File: config.mk
export PLATFORM = sky130hd
export DESIGN_NAME = freq_meter
export DESIGN_NICKNAME = d
export VERILOG_FILES = /design/src/rtl/freq_meter.sv
export SDC_FILE = /design/constraint.sdc
export NUM_CORES = 1
export LEC_CHECK = 0
export CORE_MARGIN = 1.5
export CORE_UTILIZATION = 59
export CTS_CLUSTER_SIZE = 28
export DETAILED_ROUTE_END_ITERATION = 16
export GPL_TIMING_DRIVEN = 0
export PLACE_DENSITY = 0.9
export SKIP_CTS_REPAIR_TIMING = 1
export SLEW_MARGIN = 20
export SYNTH_ARGS = -nofsm -noshare
export SYNTH_HDL_FRONTEND = slang
export SYNTH_SLANG_ARGS = --single-unit
export TNS_END_PERCENT = 20
File: constraint.sdc
create_clock -name clk -period 4.15 [get_ports clk]
set_input_delay 0.415 -clock clk [delete_from_list [all_inputs] [get_ports clk]]
set_output_delay 0.415 -clock clk [all_outputs]
set_load 0.05 [all_outputs]
File: src/rtl/freq_meter.sv
`default_nettype none
// ============================================================================
// freq_meter: gated edge-counting frequency meter for an asynchronous input.
// The result is in GATE_DIV Hz per LSB and saturates at 20'hFFFFF.
// Revision: 1.0
// ============================================================================
module freq_meter #(
  parameter int BASE_SPEED = 50000000,
  parameter int GATE_DIV   = 1
) (
  input  logic        clk,
  input  logic        rst_n,
  input  logic        en,
  input  logic        sig_in,
  output logic [19:0] freq,
  output logic        valid,
  output logic        overflow,
  output logic        no_signal
);

  localparam int               GATE_CYCLES = BASE_SPEED / GATE_DIV;
  localparam int               CNT_W       = $clog2(GATE_CYCLES);
  localparam logic [CNT_W-1:0] GATE_LAST   = CNT_W'(GATE_CYCLES - 1);
  localparam logic [31:0]      DIV_W       = 32'(GATE_DIV);
  localparam logic [31:0]      FREQ_MAX    = 32'h000F_FFFF;

  generate
    if ((GATE_DIV < 1) || ((BASE_SPEED % GATE_DIV) != 0) || (GATE_CYCLES < 4)) begin : g_bad_cfg
      $error("freq_meter: GATE_DIV must divide BASE_SPEED exactly and give at least 4 gate cycles");
    end
  endgenerate

  typedef enum logic [1:0] {
    IDLE = 2'd0,
    ARM  = 2'd1,
    GATE = 2'd2
  } state_t;

  state_t           state;
  state_t           state_nxt;
  logic             s1;
  logic             s2;
  logic             s3;
  logic             rise;
  logic [CNT_W-1:0] gate_cnt;
  logic [31:0]      edge_cnt;
  logic [31:0]      total;
  logic [31:0]      product;
  logic             terminal;
  logic             arm_timeout;
  logic             gate_done;
  logic             report;

  // s1/s2 resolve metastability; s3 is history for edge detection
  always_ff @(posedge clk or negedge rst_n) begin
    if (!rst_n) begin
      s1 <= 1'b0;
      s2 <= 1'b0;
      s3 <= 1'b0;
    end else begin
      s1 <= sig_in;
      s2 <= s1;
      s3 <= s2;
    end
  end

  assign rise        = s2 & ~s3;
  assign terminal    = (gate_cnt == GATE_LAST);
  assign total       = edge_cnt + 32'(rise);
  assign product     = total * DIV_W;
  assign arm_timeout = (state == ARM) && !rise && terminal;
  assign gate_done   = (state == GATE) && terminal;
  assign report      = en && (arm_timeout || gate_done);

  always_ff @(posedge clk or negedge rst_n) begin
    if (!rst_n) begin
      state <= IDLE;
    end else begin
      state <= state_nxt;
    end
  end

  always_comb begin
    state_nxt = state;
    case (state)
      IDLE:    if (en) state_nxt = ARM;
      ARM:     if (rise) state_nxt = GATE;
      // An empty gate leaves nothing to stay aligned to, so realign on the next edge
      GATE:    if (terminal && (total == 32'd0)) state_nxt = ARM;
      default: state_nxt = IDLE;
    endcase
    if (!en) state_nxt = IDLE;
  end

  // gate_cnt doubles as the no-signal timer while waiting in ARM
  always_ff @(posedge clk or negedge rst_n) begin
    if (!rst_n) begin
      gate_cnt <= '0;
      edge_cnt <= '0;
    end else if (!en) begin
      gate_cnt <= '0;
      edge_cnt <= '0;
    end else begin
      case (state)
        ARM: begin
          edge_cnt <= '0;
          gate_cnt <= (rise || terminal) ? '0 : gate_cnt + CNT_W'(1);
        end
        GATE: begin
          if (terminal) begin
            gate_cnt <= '0;
            edge_cnt <= '0;
          end else begin
            gate_cnt <= gate_cnt + CNT_W'(1);
            edge_cnt <= total;
          end
        end
        default: begin
          gate_cnt <= '0;
          edge_cnt <= '0;
        end
      endcase
    end
  end

  // An ARM timeout has total == 0, so the same path reports freq 0 / no_signal
  always_ff @(posedge clk or negedge rst_n) begin
    if (!rst_n) begin
      freq      <= '0;
      valid     <= 1'b0;
      overflow  <= 1'b0;
      no_signal <= 1'b0;
    end else begin
      valid <= report;
      if (report) begin
        if (product > FREQ_MAX) begin
          freq     <= 20'hFFFFF;
          overflow <= 1'b1;
        end else begin
          freq     <= product[19:0];
          overflow <= 1'b0;
        end
        no_signal <= (total == 32'd0);
      end
    end
  end

endmodule
`default_nettype wire

==> flow_summary.yaml <==
floorplan:
  die_width_um: 89.0
  initial_core_util_pct: 60.5
  rows: 31
  coreArea_um2: 7210
  die_h_um: 89.0
  fp.dieArea_um2: 7920
  io_pins: 27
sta:
  setup_viol: 0
  clock-skew-final_ns: 0.0118
  finalCritPeriodShare_pct: 89.6
  fmax_ghz: 0.269
  hold_viol: 1
  hold_slack_ns: -0.00886
  tightest_slew_ns: 0.537
  timing.slew.headroom_pct: 64.2
  rsz0062_at_grt: "no"
  min_period_ns: 3.72
  slew_violations: 0
yosys:
  synth-main-ff-cell: "dfrtp_1"
  seq_area_frac_synth_pct: 49.3
  syn_area_um2: 4370
  synth_area_per_cell_um2: 9.64
  synth-seq-cells: 86
  synth_cell_types: 48
  synth_warnings: 0
  synthTopCellsByArea: "dfrtp_1 (49%), nor2_1 (7.5%), xor2_1 (5.8%)"
  synth-edff-count: 0
  yosysTopAreaCellShare_pct: 49.3
  synthArstFlopShare_pct: 100
  netlist_instances: 453
  synth.largest_area_cell: "dfrtp_1"
  synthesis.nets: 464
finish:
  n_fill_cell: 535
  nNetsFinal: 502
  syn_to_final_growth_pct: 14.6
  multiInputGateArea_um2: 2100
  final_cell_mix: "nor2_1 (87), dfrtp_1 (86), nand3_1 (31), nand2_1 (30), xor2_1 (29)"
  drive_gt1_share_pct: 7.06
  n_antenna_cell: 0
  final_common_cell: "nor2_1"
  ff_latch_area_um2: 2150
global_routing:
  grt_pass1_wl_mm: 16.1
  grt_start_max_net_pins: 53
  grt.overflow.total: 0
  grt_antenna_before_repair: 0
  grt_use_total_pct: 26.4
  grt_pass1_vias: 3585
flow_run:
  drv_cap: 0
power:
  sw_frac_of_total_pct: 25.3
  clkPwrFrac_pct: 40.2
  power_leakage_uw: 0.00207
  p_int_uw: 1250
  switchingPower_uw: 424
  ir_drop_v: 0.000216
  total_power_uw: 1680
  comb_power_share_pct: 8.4
  sequentialPowerShare_pct: 51.4
  p_per_area_nw_per_um2: 335
status:
  violations: "hold timing"
  status: "finished, violations left"
cts:
  cts_sinks: 86
  cts_tree: "built"
  cts_root_buf: "clkbuf_8"
  clkLatencyLatePin_ns: 0.36
  clk_pin_slew_ns: 0.09
  htreeDepth: 3
  clockBufferDepth: 2
  numCtsBuffers: 9
routing:
  drt_iter0_drc: 238
  ant_nets: 0
  routed_via_density: 5.95
  num_vias: 3539
  first_pass_iters: 4
  wl_per_cell_um: 15.5
  remaining_drc_errors: 0
  routed_wl_mm: 9.25
setup_path:
  crit_path_start_kind: "register"
  path_common_cell: "ha_1"
  end_kind: "register"
  slowest_delay_ns: 0.58
  crit_chain: "nor2b_1 > ha_1 > ha_1 > nand4_4 > nor4_4 > nand3b_1 > o311ai_1 > nand3_1 > or4_4 > o31a_1 > o311a_1"
  critPathArrivalTime_ns: 3.96
  critPathMaxFanout: 7
  cpMaxStageDelayCell: "or4_4"
  timing_worst_setup_path_type: "reg -> reg"
  required_ns: 4.39
place:
  hpwl_mm: 6.39
  port_buffers: 26
  globalplace.congestion: 0.898
hold_path:
  hold_class: "in -> async"
critical path, delay by kind of cell, from the launching register on:
family	cells	cell delay [ns]
and+or+nand+nor	6	1.76
AOI/OAI and AO/OA	3	0.90
adders and majority gates	2	0.56
DFF	1	0.38
logic make-up after synthesis:
family | count (synthesis) | synth area share [%]
buffers and inverters | 29 | 2.58
DFF | 86 | 49.3
AOI/OAI and AO/OA | 50 | 7.39
muxes | 4 | 0.974
and+or+nand+nor | 226 | 27.5
adders and majority gates | 7 | 2.01
xor gates and xnor gates | 51 | 10.2
cells in the mapped netlist, drive strengths merged (2+ instances only):
master,n
nor2,87
dfrtp,86
nand3,31
nand2,30
xor2,29
a31oi,22
xnor2,22
nand4,18
clkbuf,15
inv,11
nor3,11
a21oi,8
ha,7
nor2b,7
o21ai,7
or3,7
and3,6
nor4,6
and4,4
nor4b,4
o31ai,4
or4,4
buf,3
or2,3
mux2,2
mux2i,2
nand4b,2
flip-flops by register name, summed over array words and instances, names as in the netlist:
register,count
overflow,1
edge_cnt,32
s1,1
gate_cnt,26
freq,20
s3,1
s2,1
no_signal,1
state,2
valid,1
routing by layer:
layer  vias to the layer above  track usage, %  share of wire [%]
li1                       1665               -                  -
met1                      1739            30.7                 42
met2                       102            45.4                 50
met3                        33            6.19                4.8
met4                         0            14.1                3.3
met5                         -               0                  0
area by class of cell:
cell class | count | share of cell area, %
buffer | 18 | 1.43
multi-input combinational | 338 | 42.0
inverter | 11 | 0.825
timing repair buffer | 27 | 5.70
tap | 99 | 2.48
clock buffer | 10 | 2.75
sequential | 86 | 43.0
clock inverter | 6 | 1.83
through the flow:
stage / utilization (%) / cells / instance area (um2) / setup slack, ns / TNS, ns
2_1_floorplan: - / 453 / 4370 / 1.01 / 0
3_3_place_gp: 65.8 / 578 / 4750 / -0.227 / -19.21
3_5_place_dp: 66.2 / 579 / 4770 / 0.530 / 0
4_1_cts: 69.4 / 595 / 5000 / 0.424 / 0
5_1_grt: 69.4 / 595 / 5000 / 0.181 / 0
6_report: 69.4 / 595 / 5000 / 0.434 / 0
worst paths after layout:
kind | to | startpoint | slack [ns] | cells past startpoint
max | state[0] | s2 | 0.43 | 11
min | freq[6] | rst_n | -0.009 | 1
max reg2reg | state[0] | s2 | 0.43 | 11
min reg2reg | s2 | s1 | 0.37 | 0
max in group asynchronous | edge_cnt[28] | rst_n | 3.56 | 2
min in group clk | s2 | s1 | 0.37 | 0
power by group through the flow:
stage          clock, uW  sequential, uW  combinational, uW
2_1_floorplan          0             875               86.2
3_3_place_gp           0             876                126
3_5_place_dp           0             878                139
4_1_cts              683             861                143
5_1_grt              722             863                164
6_report             673             861                141
Power figures use the tool's default switching activity.
